### config.mk
export PLATFORM = sky130hd
export DESIGN_NAME = dsp_mac_pipelined
export DESIGN_NICKNAME = d
export VERILOG_FILES = /design/src/rtl/dsp_mac_pipelined.sv
export SDC_FILE = /design/constraint.sdc
export NUM_CORES = 1
export LEC_CHECK = 0
export BUFFER_PORTS_ARGS = -buffer_cell sky130_fd_sc_hd__clkbuf_2
export CAP_MARGIN = 20
export CORE_MARGIN = 2
export CORE_UTILIZATION = 55
export DETAILED_ROUTE_END_ITERATION = 7
export GPL_ROUTABILITY_DRIVEN = 0
export GPL_TIMING_DRIVEN = 0
export PLACE_DENSITY = 0.74
export SYNTH_ARGS = -nofsm -noshare
export SYNTH_HDL_FRONTEND = slang
export SYNTH_SLANG_ARGS = --single-unit
### constraint.sdc
create_clock -name clk -period 10.15 [get_ports clk]
set_clock_uncertainty 0.2 [all_clocks]
set_input_delay 2.03 -clock clk [delete_from_list [all_inputs] [get_ports clk]]
set_output_delay 2.03 -clock clk [all_outputs]
set_load 0.02 [all_outputs]
### src/rtl/dsp_mac_pipelined.sv
// Pipelined multiply-add/accumulate with valid/ready flow control, sized for one DSP slice.
// Define DSP_MAC_SAT_EN to clamp the result to the OUT_W range instead of truncating it.
module dsp_mac_pipelined #(
    parameter int A_W        = 17,
    parameter int B_W        = 17,
    parameter int C_W        = 32,
    parameter int C_SHIFT    = 17,
    parameter int C_KEEP     = 17,
    parameter int ACC_W      = 48,
    parameter int OUT_W      = 32,
    parameter int PIPE_DEPTH = 2
) (
    input  logic             clk,
    input  logic             rst_n,
    input  logic             in_valid,
    output logic             in_ready,
    input  logic [A_W-1:0]   a,
    input  logic [B_W-1:0]   b,
    input  logic [C_W-1:0]   c,
    input  logic [1:0]       op,
    input  logic             signed_mode,
    output logic             out_valid,
    input  logic             out_ready,
    output logic [OUT_W-1:0] out
);

    localparam logic [1:0] OP_ADD  = 2'd0;
    localparam logic [1:0] OP_SUB  = 2'd1;
    localparam logic [1:0] OP_ACC  = 2'd2;
    localparam logic [1:0] OP_LOAD = 2'd3;

    // Valid/ready: a beat moves when valid && ready; every stage advances together on w_en.
`ifdef DSP_MAC_SAT_EN
    localparam int CTL_W = 3;
`else
    localparam int CTL_W = 2;
`endif

    logic             w_en;
    logic [CTL_W-1:0] w_ctl;
    logic [ACC_W-1:0] w_a_ext;
    logic [ACC_W-1:0] w_b_ext;
    logic [ACC_W-1:0] w_prod;
    logic [C_KEEP-1:0] w_c_keep;
    logic [ACC_W-1:0] w_cterm;

    logic             w_f_valid;
    logic [CTL_W-1:0] w_f_ctl;
    logic [ACC_W-1:0] w_f_prod;
    logic [ACC_W-1:0] w_f_cterm;

    logic [ACC_W-1:0] w_res;
    logic             w_acc_wr;
    logic [OUT_W-1:0] w_out_val;

    logic             r_out_valid;
    logic [OUT_W-1:0] r_out;
    logic [ACC_W-1:0] r_acc;

    assign w_en     = !r_out_valid || out_ready;
    assign in_ready = w_en;

`ifdef DSP_MAC_SAT_EN
    assign w_ctl = {signed_mode, op};
`else
    assign w_ctl = op;
`endif

    always_comb begin
        w_a_ext  = {{(ACC_W-A_W){signed_mode & a[A_W-1]}}, a};
        w_b_ext  = {{(ACC_W-B_W){signed_mode & b[B_W-1]}}, b};
        w_prod   = w_a_ext * w_b_ext;
        w_c_keep = signed_mode ? C_KEEP'($signed(c) >>> C_SHIFT) : C_KEEP'(c >> C_SHIFT);
        w_cterm  = {{(ACC_W-C_KEEP){signed_mode & w_c_keep[C_KEEP-1]}}, w_c_keep};
    end

    // The first PIPE_DEPTH-1 stages carry product and addend; the last stage owns acc and out.
    generate
        if (PIPE_DEPTH > 1) begin : g_pipe
            localparam int N = PIPE_DEPTH - 1;
            logic             r_v     [N];
            logic [CTL_W-1:0] r_ctl   [N];
            logic [ACC_W-1:0] r_prod  [N];
            logic [ACC_W-1:0] r_cterm [N];

            always_ff @(posedge clk or negedge rst_n) begin
                if (!rst_n) begin
                    for (int i = 0; i < N; i++) begin
                        r_v[i]     <= 1'b0;
                        r_ctl[i]   <= '0;
                        r_prod[i]  <= '0;
                        r_cterm[i] <= '0;
                    end
                end else if (w_en) begin
                    r_v[0]     <= in_valid;
                    r_ctl[0]   <= w_ctl;
                    r_prod[0]  <= w_prod;
                    r_cterm[0] <= w_cterm;
                    for (int i = 1; i < N; i++) begin
                        r_v[i]     <= r_v[i-1];
                        r_ctl[i]   <= r_ctl[i-1];
                        r_prod[i]  <= r_prod[i-1];
                        r_cterm[i] <= r_cterm[i-1];
                    end
                end
            end

            assign w_f_valid = r_v[N-1];
            assign w_f_ctl   = r_ctl[N-1];
            assign w_f_prod  = r_prod[N-1];
            assign w_f_cterm = r_cterm[N-1];
        end else begin : g_comb
            assign w_f_valid = in_valid;
            assign w_f_ctl   = w_ctl;
            assign w_f_prod  = w_prod;
            assign w_f_cterm = w_cterm;
        end
    endgenerate

    always_comb begin
        w_res    = w_f_prod + w_f_cterm;
        w_acc_wr = 1'b0;
        case (w_f_ctl[1:0])
            OP_ADD:  w_res = w_f_prod + w_f_cterm;
            OP_SUB:  w_res = w_f_prod - w_f_cterm;
            OP_ACC: begin
                w_res    = r_acc + w_f_prod;
                w_acc_wr = 1'b1;
            end
            OP_LOAD: begin
                w_res    = w_f_prod + w_f_cterm;
                w_acc_wr = 1'b1;
            end
            default: w_res = w_f_prod + w_f_cterm;
        endcase
    end

`ifdef DSP_MAC_SAT_EN
    localparam logic [ACC_W-1:0] L_SMAX = {{(ACC_W-OUT_W+1){1'b0}}, {(OUT_W-1){1'b1}}};
    localparam logic [ACC_W-1:0] L_SMIN = {{(ACC_W-OUT_W+1){1'b1}}, {(OUT_W-1){1'b0}}};
    localparam logic [ACC_W-1:0] L_UMAX = {{(ACC_W-OUT_W){1'b0}}, {OUT_W{1'b1}}};

    // Unsigned beats still read r as two's complement so an underflowing SUB clamps to 0.
    always_comb begin
        w_out_val = w_res[OUT_W-1:0];
        if (w_f_ctl[2]) begin
            if ($signed(w_res) > $signed(L_SMAX))
                w_out_val = {1'b0, {(OUT_W-1){1'b1}}};
            else if ($signed(w_res) < $signed(L_SMIN))
                w_out_val = {1'b1, {(OUT_W-1){1'b0}}};
        end else begin
            if (w_res[ACC_W-1])
                w_out_val = '0;
            else if (w_res > L_UMAX)
                w_out_val = '1;
        end
    end
`else
    assign w_out_val = w_res[OUT_W-1:0];
`endif

    always_ff @(posedge clk or negedge rst_n) begin
        if (!rst_n) begin
            r_out_valid <= 1'b0;
            r_out       <= '0;
            r_acc       <= '0;
        end else if (w_en) begin
            r_out_valid <= w_f_valid;
            if (w_f_valid) begin
                r_out <= w_out_val;
                if (w_acc_wr)
                    r_acc <= w_res;
            end
        end
    end

    assign out_valid = r_out_valid;
    assign out       = r_out;

endmodule
==> run metrics, run 1 <==
status=finished, final reports clean; ratio of cells with drive above 1 in the final layout=6.91%; Setup crit end kind=flip-flop; Max FO, Critical Path=10; placed cell count=2484; crit path launch type=input port; # H-tree levels=4; TritonCTS clock tree=yes; Final Instance Area=19200 sq um; # clock sinks=116; Crit. Startpoint=signed_mode; Unique masters post-synth=64; Layout area overhead=8.35%; Skew-Pair Late Insertion Delay=420 ps; PortBufs=71; # setup viols final=0; n_diodes=0; Resized Gates After CTS=0; First-pass DRT Iterations=6; vias=14100; Die H=184 microns; final core utilization=60.8%; die area=33700 sq um; CP max stage delay=540 ps; f_max=0.113 GHz; Crit path required time=10290 ps; HP Start=g_pipe.r_prod[4]$_DFFE_PN0N_; Synth area leader=fa_1; crit path DAT=9000 ps; Tcrit/Tclk final=87.2%; Main synth FF type=dfrtp_1; launch point of the worst reg-to-reg path=g_pipe.r_cterm[1]$_DFFE_PN0N_; top post-synthesis cells by area=fa_1, dfrtp_1, ha_1; CORE AREA=31600 sq um; register area share after synthesis=16.3%; worst slew pin tran=913 ps; cells after synthesis=2011; CP max-delay cell=fa_1; DR vias/cell=5.60; wire per inst=18.4 microns; share of the synthesized area in the top cell type=33.5%; final net count=2595; Num CTS Buffers=17; first-pass GRT wire length=75800 microns; CP Buf/Inv Count=5; final setup TNS=0 ps; Tmin final=8850 ps; WL final=46300 microns; EDFF count, synth=0; CTS Hold Bufs=0; root buffer cell=clkbuf_16; unrepaired setup endpoints after global routing=no; fraction of registers with async set/reset=100%; Syn Area/Cell=8.83 sq um; Seq. cell area=2900 sq um; vias in the first global route=14800; initial antenna violation count=0; initial core utilization=56.1%; Synth Register Bits=116; # DRC=0; delay-heaviest family, CP=adder cells; Final Max Tran Viols=0; critical path class=input port to flip-flop; Post-DP HPWL=38000 microns; CP Cell Sequence=clkbuf_2 -> clkbuf_1 -> nand2_1 -> clkbuf_1 -> nor2_1 -> fa_1 -> fa_1 -> fa_1 -> fa_1 -> fa_1 -> inv_1 -> fa_1 -> inv_1 -> ha_1 -> and3_1 -> and3_1 -> nand2_1 -> a211oi_1 -> o311ai_0 -> a21o_1 -> a31oi_1; Worst-path clk slew=60 ps; synthesized netlist net count=2505; GRT overflow=0; Cell Area, Placed=18600 sq um; Slew HR=39.1%; Ports=107; CTS max path bufs=2; Setup Buffers After CTS=0; Rows=65; # fillers=2702; Post-Layout Cell Count=2516; die width=184 microns; Syn. warnings=0; cell mode on critical path=fa_1; Mapped Area=17800 sq um; gr usage total=28.9%; max_cap viols=0; Final Hold Viols=0; First DRT Iteration DRCs=987; Detail Route Antenna Nets=0; area occupied by multi-input gates=13000 sq um; Worst Hold Class=flip-flop to flip-flop; largest net degree at the start of global routing=117
-- logic make-up after synthesis --
logic type	count (synthesis)	synth area share, %
simple gates	625	16.2
buf+inv	489	10.3
fa+ha+maj	421	42.2
compound gates	262	9.56
flops	116	16.3
xor+xnor	65	3.21
mux	33	2.08
-- routing by layer --
layer | vias to the layer above | wire (microns) | GRT usage (%)
li1 | 6384 | - | -
met1 | 6995 | 18800 | 36.6
met2 | 587 | 22600 | 50.4
met3 | 116 | 3140 | 4.34
met4 | 0 | 1760 | 10.2
met5 | - | 0 | 0
-- registers in the layout (all words and copies together) (netlist names) --
| signal | cells |
|---|---|
| r_acc | 32 |
| g_pipe.r_ctl | 2 |
| g_pipe.r_prod | 32 |
| out_valid | 1 |
| g_pipe.r_cterm | 16 |
| g_pipe.r_v | 1 |
| out | 32 |
-- cell usage in the layout, fill, tap and decap left out, drive strengths merged, types with 7 or more instances in the layout --
cell type and count:
inv 403, a31oi 12, nand2 369, a21o 29
fa 297, nand2b 8, and2 123, ha 124
a221o 7, o31ai 7, or3 9, a21oi 77
and3 16, nor2 50, clkbuf 172, nor3b 7
nor3 16, dfrtp 116, nand3 7, mux2 31
xor2 16, xnor2 49, o21a 9, o21bai 8
a211oi 8, a32oi 8, o21ai 60
-- worst min-delay path, delay by kind of cell (launching register included) --
family,cells,cell delay (ps)
DFF,1,350
and+or+nand+nor,2,100
-- metrics by stage --
| step | setup WS, ps | hold slack (ps) |
|---|---|---|
| after global placement | 1050 | 258 |
| final | 1300 | 275 |
| after floorplan | 2110 | 245 |
| after CTS | 1410 | 279 |
| after detailed placement | 996 | 264 |
| after global routing | 1010 | 290 |
-- final timing paths --
| kind | end | slack, ps | depth (start not counted) |
|---|---|---|---|
| worst max-delay path | g_pipe.r_prod[31]$_DFFE_PN0N_ | 1300 | 21 |
| worst min-delay path | g_pipe.r_prod[4]$_DFFE_PN0N_ | 280 | 2 |
| worst max register to register | out[31]$_DFFE_PN0P_ | 4500 | 19 |
| worst min register to register | g_pipe.r_prod[4]$_DFFE_PN0N_ | 280 | 2 |
| max in group asynchronous | g_pipe.r_cterm[9]$_DFFE_PN0N_ | 7580 | 1 |
| min in group asynchronous | r_acc[5]$_DFFE_PN0P_ | 1500 | 1 |
-- cell usage after synthesis (7+ instances only) --
cell type  number
nor3_1         15
nor3b_1         7
o21a_1          9
a21o_1         29
mux2_2         31
nor2_1         50
o21bai_1        8
a32oi_1         8
nand2b_1        8
xor2_1         16
dfrtp_1       116
a31oi_1        12
and3_1         16
and2_1        123
a211oi_1        8
a221o_1         7
o21ai_0        59
xnor2_1        49
inv_1         402
fa_1          297
ha_1          124
clkbuf_1       82
a21oi_1        77
nand2_1       369
-- final cells by class --
class                      instances  share of cell area, %
tap                              402                   2.61
clock buffer                      19                   2.25
multi-input combinational       1406                   67.7
sequential                       116                   15.1
clock inverter                    13                  0.950
buffer                            86                   1.68
timing repair buffer              71                   1.89
inverter                         403                   7.86
Power of run 1 is left out: the tool's default activity adds up to more than one toggle a clock period on the data nets, which glitch-free logic cannot reach.
==> inputs of run 2 (changes only) <==
Settings changed: CORE_UTILIZATION 55 to 30, PLACE_DENSITY 0.74 to 0.46.
==> run metrics, run 2 (synthesis gave the netlist of run 1 again) <==
die area=61100 sq um (was 33700 sq um); Setup crit end kind=flip-flop (unchanged); # fillers=6247 (was 2702); die width=247 microns (was 184 microns); Top Metal Used=met5 (was met4); Detail Route Antenna Nets=0 (unchanged); final hold slack=274 ps (was 275 ps); Final Hold Viols=0 (unchanged); CP max stage delay=590 ps (was 540 ps); Cell Area, Placed=19100 sq um (was 18600 sq um); GRT overflow=0 (unchanged); first-pass GRT wire length=82500 microns (was 75800 microns); Skew-Pair Late Insertion Delay=420 ps (about the same); DR vias/cell=4.72 (was 5.60); gr usage total=17.7% (was 28.9%); area occupied by multi-input gates=13000 sq um (unchanged); TritonCTS clock tree=yes (unchanged); root buffer cell=clkbuf_16 (unchanged); Layout area overhead=11.0% (was 8.35%); max_cap viols=0 (unchanged); status=finished, final reports clean (unchanged); Max FO, Critical Path=10 (unchanged); CP Cell Sequence=clkbuf_2 -> clkbuf_1 -> nand2_1 -> clkbuf_1 -> nor2_1 -> fa_1 -> fa_1 -> fa_1 -> fa_1 -> fa_1 -> inv_1 -> fa_1 -> inv_1 -> ha_1 -> and3_1 -> and3_1 -> nand2_1 -> a211oi_1 -> o311ai_0 -> a21o_1 -> a31oi_1 (unchanged); wire per inst=18.1 microns (was 18.4 microns); cell mode on critical path=fa_1 (unchanged); Rows=89 (was 65); vias in the first global route=14600 (was 14800); First-pass DRT Iterations=5 (was 6); initial core utilization=30.2% (was 56.1%); Tmin final=9070 ps (was 8850 ps); most common cell after layout, fill and taps aside=inv_1 (unchanged); unrepaired setup endpoints after global routing=no (unchanged); largest net degree at the start of global routing=98 (was 117); CORE AREA=58800 sq um (was 31600 sq um); WL final=52100 microns (was 46300 microns); met1 WL=23800 microns (was 18800 microns); # clock sinks=116 (unchanged); Ports=107 (unchanged); routed wl met2=24600 microns (was 22600 microns); crit path DAT=9210 ps (was 9000 ps); final net count=2596 (was 2595); Tcrit/Tclk final=89.3% (was 87.2%); Slew HR=40.6% (was 39.1%); Worst-path clk slew=60 ps (about the same); CTS Hold Bufs=0 (unchanged); PortBufs=71 (unchanged); Crit path required time=10300 ps (was 10290 ps); critical path class=input port to flip-flop (unchanged); Final Instance Area=19700 sq um (was 19200 sq um); First DRT Iteration DRCs=607 (was 987); Num CTS Buffers=17 (unchanged); initial antenna violation count=2 (was 0); CTS max path bufs=2 (unchanged); # setup viols final=0 (unchanged); f_max=0.110 GHz (was 0.113 GHz); ratio of cells with drive above 1 in the final layout=7.04% (was 6.91%); crit path launch type=input port (unchanged); n_diodes=0 (unchanged); most frequent cells in the layout=inv_1, nand2_1, fa_1, ha_1, and2_1 (unchanged); Worst Hold Class=flip-flop to flip-flop (unchanged); worst slew pin tran=885 ps (was 913 ps); met3 wire len=2270 microns (was 3140 microns); vias=13600 (was 14100); Post-DP HPWL=43600 microns (was 38000 microns); Resized Gates After CTS=0 (unchanged); # DRC=0 (unchanged); CP max-delay cell=a211oi_1 (was fa_1); Die H=247 microns (was 184 microns); Final Max Tran Viols=0 (unchanged); # H-tree levels=4 (unchanged); Setup Buffers After CTS=0 (unchanged); final setup TNS=0 ps (unchanged); Seq. cell area=2900 sq um (unchanged)
## run 2: cell types whose count changed in the layout (fill, tap and decap cells not counted)
cell        delta
buf_16         +1
bufinv_16      -1
clkbuf_1       -2
clkbuf_8       +1
clkinv_2       +2
clkinvlp_4     +1
inv_6          -1
## run 2: final cells by class
type                    count  share of cell area [%]
plain buffers              86                    1.64
clock buffers              18                    2.23
clock inverters            14                   0.819
inverters                 403                    7.67
multi-input cells        1406                    66.0
flip-flops and latches    116                    14.7
well taps                 773                    4.91
repair buffers             72                    1.99
## run 2: worst paths after layout
check / end / startpoint / slack, ps / cells past startpoint
max: g_pipe.r_prod[31]$_DFFE_PN0N_ / signed_mode / 1080 / 21
min: r_acc[17]$_DFFE_PN0P_ / r_acc[17]$_DFFE_PN0P_ / 270 / 2
max reg2reg: out[20]$_DFFE_PN0P_ / g_pipe.r_ctl[1]$_DFFE_PN0N_ / 4550 / 15
min reg2reg: r_acc[17]$_DFFE_PN0P_ / r_acc[17]$_DFFE_PN0P_ / 270 / 2
max in group asynchronous: out[30]$_DFFE_PN0P_ / rst_n / 7730 / 2
min in group asynchronous: g_pipe.r_cterm[5]$_DFFE_PN0N_ / rst_n / 1270 / 1
## run 2: routing by layer
metal,vias to the layer above,global-route usage (%)
met2,324,30.0
met3,77,2.04
met1,6825,23.4
met4,2,6.02
met5,-,0
li1,6392,-
## run 2: per-stage QoR
stage,worst slack (ps),std cells,util [%]
final,1080,2888,33.5
after global routing,714,2888,33.5
after CTS,1100,2888,33.5
after detailed placement,670,2856,32.5
after global placement,694,2855,32.4
after floorplan,2110,2011,-
## run 2: worst max-delay path, delay by kind of cell
kind | cells | cell delay, ps
AOI/OAI and AO/OA | 4 | 1330
buffers and inverters | 5 | 1070
and+or+nand+nor | 5 | 1230
adders and majority gates | 7 | 3540
Power of run 2 is left out for the same reason.
